--- src/rtl/pc_next_unit.sv ---
// rtl/pc_next_unit.sv - fetch PC register with CLA next-PC adders, stall and halt/drain FSM
module pc_next_unit #(
  parameter int WIDTH     = 16,
  parameter int STEP      = 2,
  parameter int OFF_W     = 9,
  parameter int RESET_VEC = 0,
  parameter int DRAIN     = 4
) (
  input  logic             clk,
  input  logic             rst_n,
  input  logic             stall,
  input  logic             branch_taken,
  input  logic [OFF_W-1:0] br_offset,
  input  logic             jump_reg,
  input  logic [WIDTH-1:0] reg_target,
  input  logic             halt_req,
  output logic [WIDTH-1:0] pc_out,
  output logic [WIDTH-1:0] pc_plus,
  output logic [WIDTH-1:0] br_target,
  output logic             redirect,
  output logic             halted
);

  localparam int NB = WIDTH / 4;
  localparam logic [WIDTH-1:0] STEP_V  = WIDTH'(STEP);
  localparam logic [WIDTH-1:0] RESET_V = WIDTH'(RESET_VEC);
  localparam logic [3:0]       DRAIN_V = 4'(DRAIN - 1);

  typedef enum logic [1:0] {S_RUN, S_DRAIN, S_HALTED} state_t;

  state_t           state_q, state_d;
  logic [WIDTH-1:0] pc_q, pc_d;
  logic [3:0]       cnt_q, cnt_d;
  logic             redirect_q, redirect_d;
  logic             halted_q, halted_d;

  logic [WIDTH-1:0] off_ext, off_sh;
  logic [NB-1:0]    cs, cb;

  function automatic logic [3:0] cla4_sum(input logic [3:0] a, input logic [3:0] b,
                                          input logic ci);
    logic [2:0] g;
    logic [3:0] p, c;
    g = a[2:0] & b[2:0];
    p = a ^ b;
    c[0] = ci;
    c[1] = g[0] | (p[0] & ci);
    c[2] = g[1] | (p[1] & g[0]) | (p[1] & p[0] & ci);
    c[3] = g[2] | (p[2] & g[1]) | (p[2] & p[1] & g[0]) | (p[2] & p[1] & p[0] & ci);
    return p ^ c;
  endfunction

  function automatic logic cla4_co(input logic [3:0] a, input logic [3:0] b, input logic ci);
    logic [3:0] g, p;
    g = a & b;
    p = a ^ b;
    return g[3] | (p[3] & g[2]) | (p[3] & p[2] & g[1]) | (p[3] & p[2] & p[1] & g[0])
         | (&p & ci);
  endfunction

  assign off_ext = WIDTH'($signed(br_offset));
  assign off_sh  = off_ext << 1;
  assign cs[0]   = 1'b0;
  assign cb[0]   = 1'b0;

  // Two CLA chains share the block structure: pc+STEP and pc_plus+offset.
  for (genvar gi = 0; gi < NB; gi++) begin : g_cla
    assign pc_plus[4*gi +: 4]   = cla4_sum(pc_q[4*gi +: 4], STEP_V[4*gi +: 4], cs[gi]);
    assign br_target[4*gi +: 4] = cla4_sum(pc_plus[4*gi +: 4], off_sh[4*gi +: 4], cb[gi]);
    if (gi < NB - 1) begin : g_carry
      assign cs[gi+1] = cla4_co(pc_q[4*gi +: 4], STEP_V[4*gi +: 4], cs[gi]);
      assign cb[gi+1] = cla4_co(pc_plus[4*gi +: 4], off_sh[4*gi +: 4], cb[gi]);
    end
  end

  always_comb begin
    pc_d       = pc_q;
    state_d    = state_q;
    cnt_d      = cnt_q;
    redirect_d = 1'b0;
    case (state_q)
      S_RUN: begin
        if (!stall) begin
          if (jump_reg) begin
            pc_d       = reg_target;
            redirect_d = 1'b1;
          end else if (branch_taken) begin
            pc_d       = br_target;
            redirect_d = 1'b1;
          end else if (halt_req) begin
            state_d = S_DRAIN;
            cnt_d   = DRAIN_V;
          end else begin
            pc_d = pc_plus;
          end
        end
      end
      S_DRAIN: begin
        if (cnt_q == 4'd0) state_d = S_HALTED;
        else               cnt_d   = cnt_q - 4'd1;
      end
      default: state_d = S_HALTED;
    endcase
    halted_d = (state_d == S_HALTED);
  end

  always_ff @(posedge clk) begin
    if (!rst_n) begin
      pc_q       <= RESET_V;
      state_q    <= S_RUN;
      cnt_q      <= 4'd0;
      redirect_q <= 1'b0;
      halted_q   <= 1'b0;
    end else begin
      pc_q       <= pc_d;
      state_q    <= state_d;
      cnt_q      <= cnt_d;
      redirect_q <= redirect_d;
      halted_q   <= halted_d;
    end
  end

  assign pc_out   = pc_q;
  assign redirect = redirect_q;
  assign halted   = halted_q;

endmodule

--- config.mk ---
export PLATFORM = sky130hd
export DESIGN_NAME = pc_next_unit
export DESIGN_NICKNAME = d
export VERILOG_FILES = /design/src/rtl/pc_next_unit.sv
export SDC_FILE = /design/constraint.sdc
export NUM_CORES = 1
export LEC_CHECK = 0
export CAP_MARGIN = 20
export CORE_MARGIN = 5
export CORE_UTILIZATION = 44
export DETAILED_ROUTE_END_ITERATION = 16
export HOLD_SLACK_MARGIN = 0.02
export PLACE_DENSITY = 0.81
export SETUP_SLACK_MARGIN = 0.15
export SYNTH_ARGS = -nofsm -noshare
export SYNTH_HDL_FRONTEND = slang
export SYNTH_SLANG_ARGS = --single-unit
export TNS_END_PERCENT = 10
--- constraint.sdc ---
create_clock -name clk -period 4.4 [get_ports clk]
set_input_delay 0.44 -clock clk [delete_from_list [all_inputs] [get_ports clk]]
set_output_delay 0.44 -clock clk [all_outputs]
set_load 0.1 [all_outputs]
Yosys cells after proc, flatten, opt, wreduce, memory -nomap -nowiden
Index checks and enable logic that the tools add are counted.

Flip-flop bits (word level): 24. Input port bits: 31. Output and inout bits: 50.

$add $sub $neg: 1. Equality and inequality tests: 8. Muxes and demuxes: 17. Bitwise operators: 126. Reduce and logical (&&, ||, !) cells: 10.

Operator list (count): $and 1x1->1 (71); $mux 16 (3); $xor 4x4->4 (12); $or 1x1->1 (32); $mux 4 (5); $reduce_and 4->1 (4); $and 3x3->3 (4); $and 4x4->4 (3); $mux 2 (5); $ne 2x2->1 const B (5); $pmux 4 s2 (1); $reduce_and 6->1 (1); $logic_not 4->1 (1); $not 1->1 (4); $pmux 2 s2 (1); $sub 4x1->4 const B (1); $ne 3x3->1 const B (1); $reduce_and 3->1 (1); $reduce_or 3->1 (1); $eq 2x1->1 const B (1); $eq 2x2->1 const B (1); $logic_not 2->1 (1); $mux 1 (2); $reduce_bool 2->1 (1).

Longest topological paths before layout
Depth after elaboration: 17. Mapped depth: 17. Depth with buffers taken out: 17.

Worst setup path before layout
Ideal clock, no wire load.

Path kind: reg-to-output. Start: reg pc_q[1], in the netlist pc_out[1]. End: out br_target[15]. Arrival: 6.494 ns. Required time: 3.960 ns. Path slack: -2.534 ns. Stages on the path, launching flop included: 14. Buffers on the path: 0. Cell sequence: dfxtp_1 -> and3_4 -> and3_4 -> and4_4 -> and3_4 -> ha_1 -> xor2_1 -> ha_1 -> a21oi_1 -> o211ai_1 -> a21oi_1 -> nand3_1 -> nor2b_1 -> xnor2_1.

Elaborated cells on any way between the ends: 65. Classes of those cells: 63 x bitwise; 2 x reduce/logical.

RTL lines: from (decl) (RTL line 32) `logic [WIDTH-1:0] pc_q, pc_d;`; from (signal assigned) (RTL line 115) `pc_q <= pc_d;`; $and 1x1->1 (*) (RTL line 57) `return g[3] | (p[3] & g[2]) | (p[3] & p[2] & g[1]) | (p[3] & p[2] & p[1] & g[0])`; $and 1x1->1 (*) (2 in series) (RTL line 58) `| (&p & ci);`; $and 1x1->1 (*) (RTL line 47) `c[1] = g[0] | (p[0] & ci);`; $xor 4x4->4 (*) (RTL line 50) `return p ^ c;`; net pc_plus[13] (RTL line 18) `output logic [WIDTH-1:0] pc_plus,`; $and 3x3->3 or $xor 4x4->4 (tied branches) (RTL line 44, 45); $and 1x1->1 (RTL line 49) `c[3] = g[2] | (p[2] & g[1]) | (p[2] & p[1] & g[0]) | (p[2] & p[1] & p[0] & ci);`; $or 1x1->1 or $and 1x1->1 (tied branches) (2 in series) (RTL line 49); $or 1x1->1 (*) (RTL line 49); $xor 4x4->4 (*) (RTL line 50); to (decl) (RTL line 19) `output logic [WIDTH-1:0] br_target,`.

The timed path passes the listed nets; every way through them passes the cells marked *.

Worst setup path after layout
Start: reg pc_q[3], in the netlist pc_out[3]. End: out br_target[15].

Longest elaborated chain between the ends: 15. Elaborated cells on any way between the ends: 64. Classes of those cells: 62 x bitwise; 2 x reduce/logical.

Ends and longest elaborated chain (RTL line): $and 1x1->1; $and 1x1->1 (57); $and 1x1->1, on equally long branches (49, 48); $xor 4x4->4 (50); $xor 4x4->4 or $and 4x4->4 (tied branches) (56, 55); $and 1x1->1 (57); $or 1x1->1 or $and 1x1->1 (tied branches) (2 in series) (57); $or 1x1->1 (57); $or 1x1->1 (58); $and 1x1->1 (58); $or 1x1->1 (58); $and 1x1->1 (49); $or 1x1->1 (49); $xor 4x4->4 (*) (50).

Every way passes the cells marked *; elsewhere a longest branch is shown, timed or not.

==> PnR_summary.wiki <==
{| class="wikitable"
! Metric !! Value
|-
| Min-Delay Startpoint || pc_out[4]
|-
| Count of TritonRoute iterations in the first routing pass || 4
|-
| Leakage power || 1.35 nW
|-
| Area of the core || 0.00466 mm2
|-
| Clock edge transition at the registers on the reported setup and hold paths || 0.08 ns
|-
| Number of standard cells in the layout, taps in and fillers out || between 300 and 400
|-
| WL final || 6.01 mm
|-
| Number of instances resized during post-cts repair || 0
|-
| EDFF count, synth || 0
|-
| Total clock buffers created by CTS || 3
|-
| H-tree depth || 1
|-
| Prevailing post-synth register cell || sky130_fd_sc_hd__dfxtp_1
|-
| Tightest hold margin || 0.496 ns
|-
| Layout cells sized above 1 || 20.7%
|-
| Synth warnings || 0
|-
| Largest net degree at the start of global routing || 25
|-
| Commonest non-fill, non-tap cell in the layout || sky130_fd_sc_hd__clkdlybuf4s50_1
|-
| Launching element type of the critical path || flop
|-
| Mapped Cells || 260
|-
| Critical path endpoint category || output port
|-
| CP Cell Sequence || and3_4, and3_4, and4_4, and3_4, ha_4, xor2_4, ha_4, a21oi_2, o211ai_1, a21oi_1, nand3_1, nor2b_4, xnor2_4, buf_12
|-
| Clock tree from TritonCTS || built
|-
| Sequential fraction of the synthesis area || between 20% and 30%
|-
| GPL Wtd Cong || 0.836
|-
| Class of the tightest hold or removal check || flop to flop
|-
| Std-Cell Rows || 25
|-
| Skew-Pair Late Insertion Delay || 0.26 ns
|-
| Hold bufs inserted after CTS || 0
|-
| Measured slew at the worst slew-check pin || 0.990 ns
|-
| Data required time at the worst endpoint || 3.96 ns
|-
| Total nets after synthesis || 315
|-
| Vias per Instance || 5.55
|-
| Arrival @ worst endpoint || 3.44 ns
|-
| Area grow syn2layout || 58.3%
|-
| Initial Util || between 40% and 50%
|-
| Cell depth of the worst flop-to-flop path || 17
|-
| Worst Path Buf+Inv || 1
|-
| Number of flip-flops and latches in the synthesized netlist || 24
|-
| Cell Count Post-Placement || 384
|-
| Total power density per cell area || 379 mW/mm2
|-
| Final critical-path required period || between 3 and 4 ns
|-
| Maximum vdd ir drop || 401 uV
|-
| First-pass GRT wire length || approximately 10 mm
|-
| Critical path type || flop to output port
|-
| Part of the cycle the worst path needs || 88.2%
|-
| Post-detail-place hpwl || 4.93 mm
|-
| Count of input and output buffers || 80
|-
| Terminus of the critical flop-to-flop path || pc_out[12]
|-
| RSZ-0062 raised after global routing || false
|-
| Core occupancy in the finished layout || 70.7%
|-
| Worst Hold Path Cells || 2
|-
| Max-slew violation count || 0
|-
| Total Neg Setup Slack || 0 ns
|-
| Average routed wire per standard cell || 15.5 um
|-
| Most used cells in the layout excluding fill and tap cells || sky130_fd_sc_hd__clkdlybuf4s50_1 (64), sky130_fd_sc_hd__nand2_1 (38), sky130_fd_sc_hd__inv_1 (18)
|-
| Highest net fanout along the worst path || 4
|-
| Number of top-level pins || 81
|-
| Netlist cell types || 50
|-
| Die X || about 79 um
|-
| Setup violation total in the final timing report || 0
|-
| Number of nets in the layout || 390
|-
| CTS Buffer Depth || 2
|-
| Post-CTS setup-driven buffer insertion count || 0
|-
| Worst path top cell family by delay || simple AND/OR/NAND/NOR gates
|-
| FFs w/ async S/R, synth || 0%
|-
| Detailed-route DRC error count || 0
|-
| CP dominant cell by count || sky130_fd_sc_hd__and3_4
|-
| Average cell area after synthesis || roughly 8.0 um2
|-
| Total overflow reported by the global router || 0
|-
| Number of diodes || 0
|-
| Antenna violations before repair || 0
|-
| Timing-limited maximum frequency || approximately 260 MHz
|-
| Result of the run || completed
|-
| Clk sink count || 24
|-
| Number of max-cap violations || 0
|-
| Final Hold Violating Endpoints || 0
|-
| Clock root buffer master || sky130_fd_sc_hd__clkbuf_8
|-
| Die Height || 78.8 um
|-
| Final antenna-violating net count || 0
|-
| Hold Path End || pc_out[4]
|-
| Via count of the first global-routing pass || 2137
|-
| Total Routing Usage GR || 19.8%
|-
| Max-slew headroom || 33.8%
|-
| Detailed-route via count || 2152
|-
| R2r startpoint || pc_out[3]
|-
| Die area || 0.00620 mm2
|-
| Worst R2R Setup Slack || a little under 0.9 ns
|-
| Slowest cell delay on critical path || around 0.40 ns
|-
| Slowest cell on crit path || sky130_fd_sc_hd__dfxtp_4
|-
| DRC marker count from the first detailed-route iteration || 126
|-
| Post-synthesis instance area || 0.00208 mm2
|-
| Setup clock skew after layout || 0.00455 ns
|}
routing by layer:
metal	global-route usage [%]	part of all wire, %	up-vias
met5	0	0	-
met4	3.50	0.68	0
met3	5.10	7.8	4
met2	34.7	50	77
met1	24.7	41	1003
li1	-	-	1068
tightest hold or removal path, cell delays in order, from the launching register on:
cell and delay [ns]:
sky130_fd_sc_hd__dfxtp_2 0.34, sky130_fd_sc_hd__nand2_1 0.05, sky130_fd_sc_hd__a21boi_0 0.06
worst max-delay path by stage:
stage | from | end | slack [ns] | depth (start not counted)
floorplan | pc_out[3] | br_target[15] | 0.01 | 13
global placement | pc_out[3] | br_target[12] | 0.86 | 14
detailed placement | pc_out[3] | br_target[15] | 0.82 | 14
CTS | pc_out[3] | br_target[15] | 0.52 | 14
finish | pc_out[3] | br_target[15] | 0.52 | 14
global route | pc_out[3] | br_target[15] | 0.30 | 14
where the power goes:
group          total (mW)  internal, mW  switching, mW  leakage [nW]
Clock               0.131        0.0623         0.0690        0.0231
Combinational       0.857         0.239          0.618          1.12
Sequential          0.261         0.233         0.0281         0.201
metrics by stage:
stage	worst slack (ns)	total power [mW]	instance area, um2
2_1_floorplan	0.0142	0.933	2430
3_3_place_gp	0.863	1.12	3250
3_5_place_dp	0.816	1.13	3250
4_1_cts	0.515	1.26	3290
5_1_grt	0.300	1.31	3290
6_report	0.520	1.25	3290
area by class of cell:
cell class	instances	area, um2
flip-flops and latches	24	502
clock buffers	3	41.3
well taps	54	67.6
fillers	385	1370
clock inverters	1	3.75
repair buffers	80	798
inverters	20	78.8
multi-input cells	206	1800
flip-flops by register name, summed over array words and instances (netlist names):
name	flops
pc_out	16
halted	1
cnt_q	4
redirect	1
state_q	2
synthesized netlist by cell type, drive strengths merged (2+ instances only):
cell | number | area [um2]
o211a | 4 | 40.0
dfxtp | 24 | 480
xnor2 | 10 | 95.1
nor3 | 7 | 35.0
fa | 4 | 80.1
inv | 19 | 71.3
nand2 | 39 | 146
clkbuf | 6 | 22.5
a21oi | 18 | 97.6
and2 | 3 | 20.0
o221ai | 2 | 17.5
a21boi | 8 | 60.1
ha | 20 | 250
mux2i | 6 | 60.1
or3 | 4 | 25.0
nand4 | 2 | 12.5
nand3 | 5 | 30.0
nor2b | 3 | 18.8
nor3b | 4 | 30.0
o21ai | 13 | 65.1
and3 | 5 | 47.6
nor2 | 14 | 55.1
a211oi | 2 | 15.0
a21o | 2 | 15.0
xor2 | 10 | 87.6
o211ai | 7 | 52.6
buf | 4 | 27.5
logic make-up after synthesis:
family | count (synthesis) | share of synthesized area (%)
fa+ha+maj | 24 | 15.9
flops | 24 | 23.1
mux | 6 | 2.89
compound gates | 66 | 21.5
xor+xnor | 20 | 8.78
buf+inv | 30 | 6.01
simple gates | 90 | 21.8
Note: power is estimated with default switching activity, not from simulation.
